`src/rtl/multicycle_control_pkg.sv`:
```
`default_nettype none
// ============================================================================
//  Module      : multicycle_pkg
//  Description : State encodings, opcode constants and datapath select codes
//                shared by the multicycle control FSM and its interface.
//  Revision    : 1.0 - initial release
// ============================================================================
package multicycle_pkg;

    typedef enum logic [3:0] {
        S_FETCH   = 4'd0,
        S_DECODE  = 4'd1,
        S_MEMADR  = 4'd2,
        S_MEMRD   = 4'd3,
        S_MEMWB   = 4'd4,
        S_MEMWR   = 4'd5,
        S_EXEC    = 4'd6,
        S_RTYPEWB = 4'd7,
        S_BRANCH  = 4'd8,
        S_JUMP    = 4'd9,
        S_ADDIEX  = 4'd10,
        S_ADDIWB  = 4'd11
    } state_e;

    localparam logic [5:0] OP_RTYPE = 6'b000000;
    localparam logic [5:0] OP_J     = 6'b000010;
    localparam logic [5:0] OP_BEQ   = 6'b000100;
    localparam logic [5:0] OP_ADDI  = 6'b001000;
    localparam logic [5:0] OP_LW    = 6'b100011;
    localparam logic [5:0] OP_SW    = 6'b101011;

    localparam logic [1:0] ALUOP_ADD   = 2'b00;
    localparam logic [1:0] ALUOP_SUB   = 2'b01;
    localparam logic [1:0] ALUOP_FUNCT = 2'b10;

    localparam logic [1:0] SRCB_B      = 2'b00;
    localparam logic [1:0] SRCB_FOUR   = 2'b01;
    localparam logic [1:0] SRCB_IMM    = 2'b10;
    localparam logic [1:0] SRCB_IMM_SH = 2'b11;

    localparam logic [1:0] PCSRC_ALU    = 2'b00;
    localparam logic [1:0] PCSRC_ALUOUT = 2'b01;
    localparam logic [1:0] PCSRC_JUMP   = 2'b10;

endpackage
`default_nettype wire

```
`src/rtl/multicycle_control_if.sv`:
```
`default_nettype none
// ============================================================================
//  Module      : multicycle_control_if
//  Description : Control bundle between the multicycle control FSM (master)
//                and the datapath registers/memory it sequences (slave).
//  Revision    : 1.0 - initial release
// ============================================================================
interface multicycle_control_if #(
    parameter int OPCODE_WIDTH = 6
);
    logic [OPCODE_WIDTH-1:0] Opcode;
    logic                    MemReady;
    logic                    PCWrite;
    logic                    PCWriteCond;
    logic                    IorD;
    logic                    MemRead;
    logic                    MemWrite;
    logic                    IRWrite;
    logic                    MemtoReg;
    logic                    RegDst;
    logic                    RegWrite;
    logic                    ALUSrcA;
    logic [1:0]              ALUSrcB;
    logic [1:0]              ALUOp;
    logic [1:0]              PCSource;
    logic                    IllegalOp;
    logic [3:0]              State;

    modport master (
        input  Opcode, MemReady,
        output PCWrite, PCWriteCond, IorD, MemRead, MemWrite, IRWrite,
               MemtoReg, RegDst, RegWrite, ALUSrcA, ALUSrcB, ALUOp,
               PCSource, IllegalOp, State
    );

    modport slave (
        output Opcode, MemReady,
        input  PCWrite, PCWriteCond, IorD, MemRead, MemWrite, IRWrite,
               MemtoReg, RegDst, RegWrite, ALUSrcA, ALUSrcB, ALUOp,
               PCSource, IllegalOp, State
    );
endinterface
`default_nettype wire

```
`src/rtl/multicycle_control.sv`:
```
`default_nettype none
// ============================================================================
//  Module      : multicycle_control
//  Description : Main control FSM of the multicycle datapath: sequences
//                FETCH/DECODE/EXECUTE/MEM/WB and drives enables and selects.
//  Revision    : 1.0 - initial release
// ============================================================================
module multicycle_control
    import multicycle_pkg::*;
#(
    parameter int OPCODE_WIDTH  = 6,
    parameter bit MEM_HANDSHAKE = 1'b1
) (
    input  wire logic             Clk,
    input  wire logic             Reset,
    multicycle_control_if.master  bus
);

    state_e state_q;
    state_e state_d;
    logic   mem_ready;

    generate
        if (MEM_HANDSHAKE) begin : g_handshake
            assign mem_ready = bus.MemReady;
        end else begin : g_no_handshake
            assign mem_ready = 1'b1;
        end
    endgenerate

    logic is_lw, is_sw, is_rtype, is_beq, is_j, is_addi, opc_legal;

    assign is_lw     = (bus.Opcode == OPCODE_WIDTH'(OP_LW));
    assign is_sw     = (bus.Opcode == OPCODE_WIDTH'(OP_SW));
    assign is_rtype  = (bus.Opcode == OPCODE_WIDTH'(OP_RTYPE));
    assign is_beq    = (bus.Opcode == OPCODE_WIDTH'(OP_BEQ));
    assign is_j      = (bus.Opcode == OPCODE_WIDTH'(OP_J));
    assign is_addi   = (bus.Opcode == OPCODE_WIDTH'(OP_ADDI));
    assign opc_legal = is_lw | is_sw | is_rtype | is_beq | is_j | is_addi;

    always_comb begin
        state_d = state_q;
        case (state_q)
            S_FETCH:   if (mem_ready) state_d = S_DECODE;
            S_DECODE: begin
                if (is_lw || is_sw)  state_d = S_MEMADR;
                else if (is_rtype)   state_d = S_EXEC;
                else if (is_beq)     state_d = S_BRANCH;
                else if (is_j)       state_d = S_JUMP;
                else if (is_addi)    state_d = S_ADDIEX;
                else                 state_d = S_FETCH;
            end
            S_MEMADR:  state_d = is_sw ? S_MEMWR : S_MEMRD;
            S_MEMRD:   if (mem_ready) state_d = S_MEMWB;
            S_MEMWB:   state_d = S_FETCH;
            S_MEMWR:   if (mem_ready) state_d = S_FETCH;
            S_EXEC:    state_d = S_RTYPEWB;
            S_RTYPEWB: state_d = S_FETCH;
            S_BRANCH:  state_d = S_FETCH;
            S_JUMP:    state_d = S_FETCH;
            S_ADDIEX:  state_d = S_ADDIWB;
            S_ADDIWB:  state_d = S_FETCH;
            default:   state_d = S_FETCH;
        endcase
    end

    always_ff @(posedge Clk or negedge Reset) begin
        if (!Reset) begin
            state_q <= S_FETCH;
        end else begin
            state_q <= state_d;
        end
    end

    logic       pc_write, pc_write_cond, iord, mem_read, mem_write, ir_write;
    logic       mem_to_reg, reg_dst, reg_write, alu_src_a, illegal_op;
    logic [1:0] alu_src_b, alu_op, pc_source;

    // Decode is gated by Reset so no enable can fire while reset is held.
    always_comb begin
        pc_write      = 1'b0;
        pc_write_cond = 1'b0;
        iord          = 1'b0;
        mem_read      = 1'b0;
        mem_write     = 1'b0;
        ir_write      = 1'b0;
        mem_to_reg    = 1'b0;
        reg_dst       = 1'b0;
        reg_write     = 1'b0;
        alu_src_a     = 1'b0;
        illegal_op    = 1'b0;
        alu_src_b     = SRCB_B;
        alu_op        = ALUOP_ADD;
        pc_source     = PCSRC_ALU;
        if (Reset) begin
            case (state_q)
                S_FETCH: begin
                    mem_read  = 1'b1;
                    alu_src_b = SRCB_FOUR;
                    ir_write  = mem_ready;
                    pc_write  = mem_ready;
                end
                S_DECODE: begin
                    alu_src_b  = SRCB_IMM_SH;
                    illegal_op = ~opc_legal;
                end
                S_MEMADR, S_ADDIEX: begin
                    alu_src_a = 1'b1;
                    alu_src_b = SRCB_IMM;
                end
                S_MEMRD: begin
                    mem_read = 1'b1;
                    iord     = 1'b1;
                end
                S_MEMWB: begin
                    reg_write  = 1'b1;
                    mem_to_reg = 1'b1;
                end
                S_MEMWR: begin
                    mem_write = 1'b1;
                    iord      = 1'b1;
                end
                S_EXEC: begin
                    alu_src_a = 1'b1;
                    alu_op    = ALUOP_FUNCT;
                end
                S_RTYPEWB: begin
                    reg_write = 1'b1;
                    reg_dst   = 1'b1;
                end
                S_BRANCH: begin
                    alu_src_a     = 1'b1;
                    alu_op        = ALUOP_SUB;
                    pc_write_cond = 1'b1;
                    pc_source     = PCSRC_ALUOUT;
                end
                S_JUMP: begin
                    pc_write  = 1'b1;
                    pc_source = PCSRC_JUMP;
                end
                S_ADDIWB:  reg_write = 1'b1;
                default: ;
            endcase
        end
    end

    assign bus.PCWrite     = pc_write;
    assign bus.PCWriteCond = pc_write_cond;
    assign bus.IorD        = iord;
    assign bus.MemRead     = mem_read;
    assign bus.MemWrite    = mem_write;
    assign bus.IRWrite     = ir_write;
    assign bus.MemtoReg    = mem_to_reg;
    assign bus.RegDst      = reg_dst;
    assign bus.RegWrite    = reg_write;
    assign bus.ALUSrcA     = alu_src_a;
    assign bus.ALUSrcB     = alu_src_b;
    assign bus.ALUOp       = alu_op;
    assign bus.PCSource    = pc_source;
    assign bus.IllegalOp   = illegal_op;
    assign bus.State       = state_q;

endmodule
`default_nettype wire

```
`src/flat_wrapper.sv`:
```
// flat-port wrapper written by rule: the top's interface ports become plain ports
module multicycle_control_flat import multicycle_pkg::*;
#(
    parameter int OPCODE_WIDTH  = 6,
    parameter bit MEM_HANDSHAKE = 1'b1
)
  (Clk, Reset, bus_Opcode, bus_MemReady, bus_PCWrite, bus_PCWriteCond, bus_IorD, bus_MemRead, bus_MemWrite, bus_IRWrite, bus_MemtoReg, bus_RegDst, bus_RegWrite, bus_ALUSrcA, bus_ALUSrcB, bus_ALUOp, bus_PCSource, bus_IllegalOp, bus_State);
  multicycle_control_if #(.OPCODE_WIDTH(OPCODE_WIDTH)) bus_i ();
  input  wire logic Clk;
  input  wire logic Reset;
  input wire logic [$bits(bus_i.Opcode)-1:0] bus_Opcode;
  input wire logic [$bits(bus_i.MemReady)-1:0] bus_MemReady;
  output wire logic [$bits(bus_i.PCWrite)-1:0] bus_PCWrite;
  output wire logic [$bits(bus_i.PCWriteCond)-1:0] bus_PCWriteCond;
  output wire logic [$bits(bus_i.IorD)-1:0] bus_IorD;
  output wire logic [$bits(bus_i.MemRead)-1:0] bus_MemRead;
  output wire logic [$bits(bus_i.MemWrite)-1:0] bus_MemWrite;
  output wire logic [$bits(bus_i.IRWrite)-1:0] bus_IRWrite;
  output wire logic [$bits(bus_i.MemtoReg)-1:0] bus_MemtoReg;
  output wire logic [$bits(bus_i.RegDst)-1:0] bus_RegDst;
  output wire logic [$bits(bus_i.RegWrite)-1:0] bus_RegWrite;
  output wire logic [$bits(bus_i.ALUSrcA)-1:0] bus_ALUSrcA;
  output wire logic [$bits(bus_i.ALUSrcB)-1:0] bus_ALUSrcB;
  output wire logic [$bits(bus_i.ALUOp)-1:0] bus_ALUOp;
  output wire logic [$bits(bus_i.PCSource)-1:0] bus_PCSource;
  output wire logic [$bits(bus_i.IllegalOp)-1:0] bus_IllegalOp;
  output wire logic [$bits(bus_i.State)-1:0] bus_State;
  assign bus_i.Opcode = bus_Opcode;
  assign bus_i.MemReady = bus_MemReady;
  assign bus_PCWrite = bus_i.PCWrite;
  assign bus_PCWriteCond = bus_i.PCWriteCond;
  assign bus_IorD = bus_i.IorD;
  assign bus_MemRead = bus_i.MemRead;
  assign bus_MemWrite = bus_i.MemWrite;
  assign bus_IRWrite = bus_i.IRWrite;
  assign bus_MemtoReg = bus_i.MemtoReg;
  assign bus_RegDst = bus_i.RegDst;
  assign bus_RegWrite = bus_i.RegWrite;
  assign bus_ALUSrcA = bus_i.ALUSrcA;
  assign bus_ALUSrcB = bus_i.ALUSrcB;
  assign bus_ALUOp = bus_i.ALUOp;
  assign bus_PCSource = bus_i.PCSource;
  assign bus_IllegalOp = bus_i.IllegalOp;
  assign bus_State = bus_i.State;
  multicycle_control #(.OPCODE_WIDTH(OPCODE_WIDTH), .MEM_HANDSHAKE(MEM_HANDSHAKE)) u_core (.Clk(Clk), .Reset(Reset), .bus(bus_i));
endmodule
```
`config.mk`:
```
export PLATFORM = sky130hd
export DESIGN_NAME = multicycle_control_flat
export DESIGN_NICKNAME = d
export VERILOG_FILES = /design/src/rtl/multicycle_control_pkg.sv /design/src/rtl/multicycle_control_if.sv /design/src/rtl/multicycle_control.sv /design/src/flat_wrapper.sv
export SDC_FILE = /design/constraint.sdc
export NUM_CORES = 1
export LEC_CHECK = 0
export BUFFER_PORTS_ARGS = -buffer_cell sky130_fd_sc_hd__buf_2
export CORE_AREA = 2 2 39 41
export DETAILED_ROUTE_END_ITERATION = 6
export DIE_AREA = 0 0 41 43
export PLACE_DENSITY = 0.72
export SYNTH_ARGS = -nofsm -noshare
export SYNTH_HDL_FRONTEND = slang
export SYNTH_SLANG_ARGS = --single-unit
```
`constraint.sdc`:
```
create_clock -name Clk -period 2.1 [get_ports Clk]
set_input_delay 0.105 -clock Clk [delete_from_list [all_inputs] [get_ports Clk]]
set_output_delay 0.105 -clock Clk [all_outputs]
set_load 0.005 [all_outputs]
```
### After elaboration in Yosys (flattened, before gate mapping)

Cells that the tools add are included.

* bits in registers: 4
* word-level logic and storage cells: 73

* mux-type cells: 38
* bitwise gates (word level): 6
* eq/ne operators: 19
* reduce and logical (&&, ||, !) cells: 9

Operators with widths (number)
* 4-bit two-way mux: 8
* 4-bit case mux with 7 select lines: 1
* 1-bit two-way mux: 21
* 4-bit by 3-bit equality test with 1-bit output, second input constant: 4
* 4-bit equality test, second input constant: 4
* 6-bit equality test, second input constant: 2
* 4-bit by 2-bit equality test with 1-bit output, second input constant: 2
* 2-bit case mux with 2 select lines: 2
* 6-bit by 2-bit equality test with 1-bit output, second input constant: 1
* 6-bit by 3-bit equality test with 1-bit output, second input constant: 1
* 6-bit by 4-bit equality test with 1-bit output, second input constant: 1
* 6-bit zero test: 1
* 2-bit two-way mux: 3
* 2-bit != test, second input constant: 3
* 2-bit case mux with 3 select lines: 1
* 2-bit OR reduction: 3
* 1-bit bitwise OR: 5
* 4-bit by 1-bit equality test with 1-bit output, second input constant: 1
* 4-bit zero test: 1
* 4-bit OR reduction: 1
* 3-bit two-way mux: 1
* 3-bit AND reduction: 1
* 3-bit OR reduction: 1
* 1-bit case mux with 2 select lines: 1
* 2 further kinds: 2

### Longest topological paths before layout

Gate-level depths: netlist (run 1).

* word-level depth: 9
* depth in mapped cells: 5
* gate-level depth less buffers: 4

### Least setup slack after synthesis (run 1)

OpenSTA, ideal clock, no wires.

* path type: flip-flop to output port
* start point: register u_core.state_q[0] (netlist: u_core.bus.State[0])
* end point: output port bus_PCSource[0]
* slack: 820 ps
* data arrival time: 1175 ps
* cell stages (with the launch flop): 6
* required time: 1995 ps
* path through: dfrtp_1 -> buf_6 -> nand2b_1 -> or2_4 -> nor2_1 -> buf_4

* longest elaborated chain between the ends: 3

Ends and longest elaborated chain
* from (decl): line multicycle_control.sv:19 `state_e state_q;`
* from (signal assigned): line multicycle_control.sv:71 `state_q <= state_d;`
* 4-bit equality test: line multicycle_control.sv:96 `case (state_q)`
* 2-bit case mux with 2 select lines *: line multicycle_control.sv:96
* 2-bit two-way mux *: line multicycle_control.sv:95 `if (Reset) begin`
* to (decl): line flat_wrapper.sv:25 `output wire logic [$bits(bus_i.PCSource)-1:0] bus_PCSource;`

Every way passes the cells marked *; elsewhere a longest branch is shown, timed or not.

### Final worst setup path (run 1)

* start point: register u_core.state_q[1] (netlist: u_core.bus.State[1])
* end point: output port bus_IllegalOp

* longest elaborated chain between the ends: 3

Ends and longest elaborated chain
* 4-bit by 1-bit equality test with 1-bit output: line multicycle_control.sv:96
* 1-bit two-way mux: line multicycle_control.sv:96
* 1-bit two-way mux: line multicycle_control.sv:95
* to (decl): line flat_wrapper.sv:26 `output wire logic [$bits(bus_i.IllegalOp)-1:0] bus_IllegalOp;`

Every way passes these cells.

==> metrics.md, run 1 <==
| Metric | Value |
|---|---|
| Vias in the first global route | 537 |
| Hold Vio Cnt, Final | 0 |
| Inserted Diodes | 0 |
| Reg2reg setup slack | 0.67 ns |
| Crit-path max FO | 13 |
| Final Util | 51.1% |
| RSZ-0062 raised after global routing | no |
| Max VDD drop | 0.000305 V |
| Largest net degree at the start of global routing | 15 |
| GRT busiest layer | met1 |
| Worst hold path type | in2async |
| Iteration-0 DRC Markers | 26 |
| DP HPWL | 1.12 mm |
| Pwr dens | 881 nW/um^2 |
| GPL Wtd Cong | 0.813 |
| Max-cap violations | 0 |
| Most common cell after layout, fill and taps aside | buf_2 |
| Final TNS setup | 0 ns |
| Clock Sinks | 4 |
| Routed WL | 1.51 mm |
| Vias | 686 |
| Share of cells above drive strength 1 | 38.7% |
| Worst setup margin | 0.345 ns |
| Synthesized instance count | 78 |
| Area growth syn-to-layout | 27.3% |
| Routed WL per cell | 12.4 um |
| Vias per cell | 5.62 |
| H-tree Lvls | 1 |
| Period minus WS final | 1.76 ns |
| CTS clock-pin slew for the worst setup and hold paths | 0.04 ns |
| Setup WS pre-CTS | 0.602 ns |
| Die area | 1760 um^2 |
| Mapped Area | 556 um^2 |
| Setup Skew | 0.00445 ns |
| Pleak | 0.361 nW |
| CTS Buf Count | 3 |
| CTS Hold Bufs | 1 |
| Starting Density | 40.1% |
| Syn nets | 87 |
| Chip height | 43 um |
| Synth Register Bits | 4 |
| Clock Path Buffers | 2 |
| Critical path type | reg2out |
| CORE AREA | 1380 um^2 |
| Initial antenna violation count | 0 |
| Drt first pass iters | 4 |
| Register area share after synthesis | 18.0% |
| M2 GR Usage | 26.3% |
| Nets | 117 |
| Slew headroom | 71.6% |
| # setup viols final | 0 |
| Chip Width | 41 um |
| R2r endpoint | u_core.bus.State[0] |
| Worst-margin pin slew | 0.426 ns |
| Placed Cells incl. Taps | 118 |
| R2R depth | 3 |
| Worst setup EP type | output pin |
| All-Layer GR Usage | 18.7% |
| Number of distinct library cells after synthesis | 33 |
| Mapped Avg Cell Area | 7.12 um^2 |
| Critical Path RT | 2.00 ns |
| First-pass GRT wire length | 2.28 mm |
| Fmax | 570 MHz |
| Grt ovf | 0 |
| Post_cts resized | 0 |
| Final hold slack | 0.252 ns |
| Max FFs per register | 4 |
| Status | finished, final reports clean |
| Residual DRC | 0 |
| I/O pin total | 30 |
| Post-route clock period utilization | 83.6% |
| FILL cells | 145 |
| Root buffer cell | clkbuf_4 |
| Worst Path Arrival | 1.65 ns |
| CTS tree | built |
| R2r startpoint | u_core.bus.State[2] |
| Row count | 14 |
| Worst-skew pair later-pin latency | 0.23 ns |
| Commonest non-fill, non-tap cells in the layout | buf_2 (29), nand2_1 (13), nor2_1 (9), nor3_1 (5), o21ai_0 (5) |
| Non-filler cells, final | 122 |
| Final Slew Violations | 0 |
| Postcts setup bufs | 0 |
| Synth warn | 0 |
| # port buffers | 29 |
| Antenna viol nets, final | 0 |
| Worst setup SP type | flip-flop |
| Grt met3 use | 1.57% |
| M1 GR Usage | 27.2% |
## worst max-delay path, stage by stage, from the launching register on
cell	delay, ns
dfrtp_1	0.52
and2b_4	0.36
nand2_1	0.10
nor4_1	0.28
buf_2	0.17
## cell type report
cell class              count  area [um^2]  area share [%]
repair buffers             30          155            21.9
multi-input cells          67          402            56.8
well taps                  16         20.0            2.83
flip-flops and latches      4          100            14.2
clock buffers               3         22.5            3.19
inverters                   2         7.51            1.06
## logic make-up after synthesis
| family | count (synthesis) | synth area share (%) |
|---|---|---|
| flip-flops | 4 | 18.0 |
| XOR/XNOR | 2 | 3.15 |
| buffers and inverters | 7 | 9.68 |
| AND/OR/NAND/NOR | 47 | 45.7 |
| AO/OA/AOI/OAI | 18 | 23.4 |
## per-stage QoR
| step | instance area, um^2 | total power (W) |
|---|---|---|
| finish | 707 | 0.000623 |
| global route | 707 | 0.000675 |
| CTS | 707 | 0.000623 |
| detailed placement | 674 | 0.000524 |
| global placement | 674 | 0.000518 |
| floorplan | 556 | 0.000433 |
## how the worst max path moves through the flow
| stage | start | to | depth (start not counted) |
|---|---|---|---|
| after floorplan | u_core.bus.State[0] | bus_PCSource[0] | 5 |
| after global placement | u_core.bus.State[1] | bus_IllegalOp | 4 |
| after detailed placement | u_core.bus.State[1] | bus_IllegalOp | 4 |
| after CTS | u_core.bus.State[1] | bus_IllegalOp | 4 |
| after global routing | u_core.bus.State[1] | bus_IllegalOp | 4 |
| final | u_core.bus.State[1] | bus_IllegalOp | 4 |
## report_power, final
group | switching [W] | internal, W
Clock | 0.0000299 | 0.0000638
Sequential | 0.0000767 | 0.0000986
Combinational | 0.000175 | 0.000178
## per-layer routing
metal / wire, um / vias to the layer above
met1: 678 / 312
met5: 0 / -
met3: 110 / 0
met2: 724 / 33
li1: - / 341
met4: 0 / 0
## cells in the mapped netlist
library cell / number / area [um^2]
o32ai_1: 2 / 17.5
inv_2: 2 / 7.51
and2b_4: 1 / 10.0
a21o_1: 1 / 7.51
buf_2: 1 / 5.00
o21ai_0: 5 / 25.0
dfrtp_1: 4 / 100
nand2_1: 13 / 48.8
nor2b_1: 2 / 12.5
xor2_1: 1 / 8.76
a32oi_1: 1 / 8.76
and2_1: 1 / 6.26
and4_1: 1 / 8.76
nand3_1: 1 / 5.00
a21oi_1: 2 / 10.0
nand2b_1: 3 / 18.8
nor3_1: 5 / 25.0
or2_1: 1 / 6.26
nor4b_2: 1 / 15.0
o211ai_1: 2 / 15.0
buf_6: 3 / 33.8
o21a_1: 2 / 15.0
and3_1: 3 / 18.8
buf_4: 1 / 7.51
o221ai_1: 1 / 8.76
nor2_1: 9 / 33.8
o22ai_1: 1 / 6.26
or2_4: 1 / 8.76
o311ai_2: 1 / 16.3
nor4_1: 2 / 12.5
xnor2_1: 1 / 8.76
nor2_2: 2 / 12.5
or4_4: 1 / 11.3
No activity file was read; power rests on OpenSTA's default activity.
==> inputs of run 2 (changes only) <==
==> constraint.sdc (replaced) <==
create_clock -name Clk -period 1.8 [get_ports Clk]
set_input_delay 0.09 -clock Clk [delete_from_list [all_inputs] [get_ports Clk]]
set_output_delay 0.09 -clock Clk [all_outputs]
set_load 0.005 [all_outputs]
==> run 2 against run 1 <==
Non-clock buffer count unchanged; power is 16% higher; routed wire length fell by 7.3%; hold slack worse by 0.022 ns; final area rose by 0.18%; sequential power up 18%; register-to-register slack worse by 0.29 ns; die area stayed put; utilization rose by 0.090 points; first-iteration DRC count down 50%; via count down 1.3%; critical path type unchanged.
==> metrics.md, run 2 (synthesis gave the netlist of run 1 again) <==
| Metric | Value |
|---|---|
| Met1 wire length | 620 um |
| Max FFs per register | 4 |
| Grt ovf | 0 |
| Largest net degree at the start of global routing | 15 |
| Worst setup margin | 0.138 ns |
| Starting Density | 40.1% |
| Setup Skew | 0.00325 ns |
| CP Launch Point | u_core.bus.State[1] |
| Die area | 1760 um^2 |
| Routed WL per cell | 11.5 um |
| Hold Vio Cnt, Final | 0 |
| Area growth syn-to-layout | 27.5% |
| Worst setup SP type | flip-flop |
| # setup viols final | 0 |
| Vias per cell | 5.55 |
| Routed wl met2 | 683 um |
| Commonest non-fill, non-tap cells in the layout | buf_2 (29), nand2_1 (13), nor2_1 (9), nor3_1 (5), o21ai_0 (5) |
| Clock Path Buffers | 2 |
| Multi-input logic area | 402 um^2 |
| Critical path type | reg2out |
| Most common cell after layout, fill and taps aside | buf_2 |
| Worst hold path type | in2async |
| GPL Wtd Cong | 0.803 |
| Chip Width | 41 um |
| Period minus WS final | 1.66 ns |
| Worst path max stage delay | 0.49 ns |
| Clock Sinks | 4 |
| Initial antenna violation count | 0 |
| Critical path cell sequence | and2b_4 -> nand2_1 -> nor4_1 -> buf_2 |
| CTS Buf Count | 3 |
| Setup WS pre-CTS | 0.307 ns |
| CTS clock-pin slew for the worst setup and hold paths | 0.04 ns |
| First-pass GRT wire length | 2.27 mm |
| CP Depth | 4 |
| Routed WL | 1.40 mm |
| R2r startpoint | u_core.bus.State[2] |
| Post-route clock period utilization | 92.3% |
| Nets | 117 |
| Worst Path Arrival | 1.57 ns |
| Chip height | 43 um |
| H-tree Lvls | 1 |
| Max VDD drop | 0.000368 V |
| CORE AREA | 1380 um^2 |
| Crit path buf inv count | 1 |
| Worst-skew pair later-pin latency | 0.23 ns |
| Inserted Diodes | 0 |
| Fmax | 602 MHz |
| I/O pin total | 30 |
| Slew headroom | 72.3% |
| Final Slew Violations | 0 |
| Antenna viol nets, final | 0 |
| Vias in the first global route | 552 |
| Root buffer cell | clkbuf_4 |
| Register area | 101 um^2 |
| WL met3 | 85 um |
| Final instance area | 708 um^2 |
| Max layer used | met4 |
| R2R depth | 3 |
| Worst setup EP type | output pin |
| CTS tree | built |
| Iteration-0 DRC Markers | 13 |
| All-Layer GR Usage | 18.1% |
| RSZ-0062 raised after global routing | no |
| Crit-path max FO | 13 |
| Final TNS setup | 0 ns |
| Kind of cell adding the most delay to the critical path | simple AND/OR/NAND/NOR gates |
| FILL cells | 151 |
| DP HPWL | 1.11 mm |
| Pwr dens | 1020 nW/um^2 |
| Residual DRC | 0 |
| Worst-margin pin slew | 0.416 ns |
| Row count | 14 |
| Pleak | 0.360 nW |
| Vias | 677 |
| Status | finished, final reports clean |
| Critical Path RT | 1.71 ns |
| Max-cap violations | 0 |
| Drt first pass iters | 4 |
| Slowest stage cell, crit path | dfrtp_2 |
| Share of cells above drive strength 1 | 39.6% |
| Post-DP Area | 674 um^2 |
| # port buffers | 29 |
run 2: worst paths after layout:
check	to	slack, ns
setup / recovery	bus_IllegalOp	0.14
hold / removal	u_core.bus.State[2]	0.23
setup reg to reg	u_core.bus.State[0]	0.38
hold reg to reg	u_core.bus.State[0]	0.70
max in group asynchronous	u_core.bus.State[1]	1.38
min in group Clk	u_core.bus.State[2]	0.25
run 2: power breakdown:
group,switching [W],total [W],internal [W]
registers,0.0000898,0.000207,0.000117
clock network,0.0000348,0.000109,0.0000744
logic,0.000196,0.000404,0.000208
total,0.000321,0.000720,0.000400
run 2: timing repair:
| item | CTS | global route |
|---|---|---|
| hold buffers | 1 | 0 |
| endpoints found under the hold margin | 4 | 0 |
| buffers inserted | 0 | 0 |
| setup endpoints to repair | 0 | 3 |
| gates resized for setup | 0 | 1 |
run 2: metal layers:
layer	global-route usage, %	vias to the layer above
li1	-	341
met1	25.6	306
met2	27.8	28
met3	0	2
met4	8.00	0
met5	0	-
run 2: through the flow:
step                instances  power (W)  hold WS, ns  util [%]
CTS                       122   0.000725        0.225      51.1
floorplan                  78   0.000505       -0.206         -
detailed placement        118   0.000610      -0.0580      48.7
global placement          118   0.000605      -0.0587      48.7
global route              122   0.000796        0.271      51.2
finish                    122   0.000720        0.230      51.2
run 2: layout make-up:
cell class,count,area share (%)
Inverter,2,1.06
Timing Repair Buffer,30,21.9
Sequential cell,4,14.3
Clock buffer,3,3.18
Tap cell,16,2.83
Multi-Input combinational cell,67,56.7
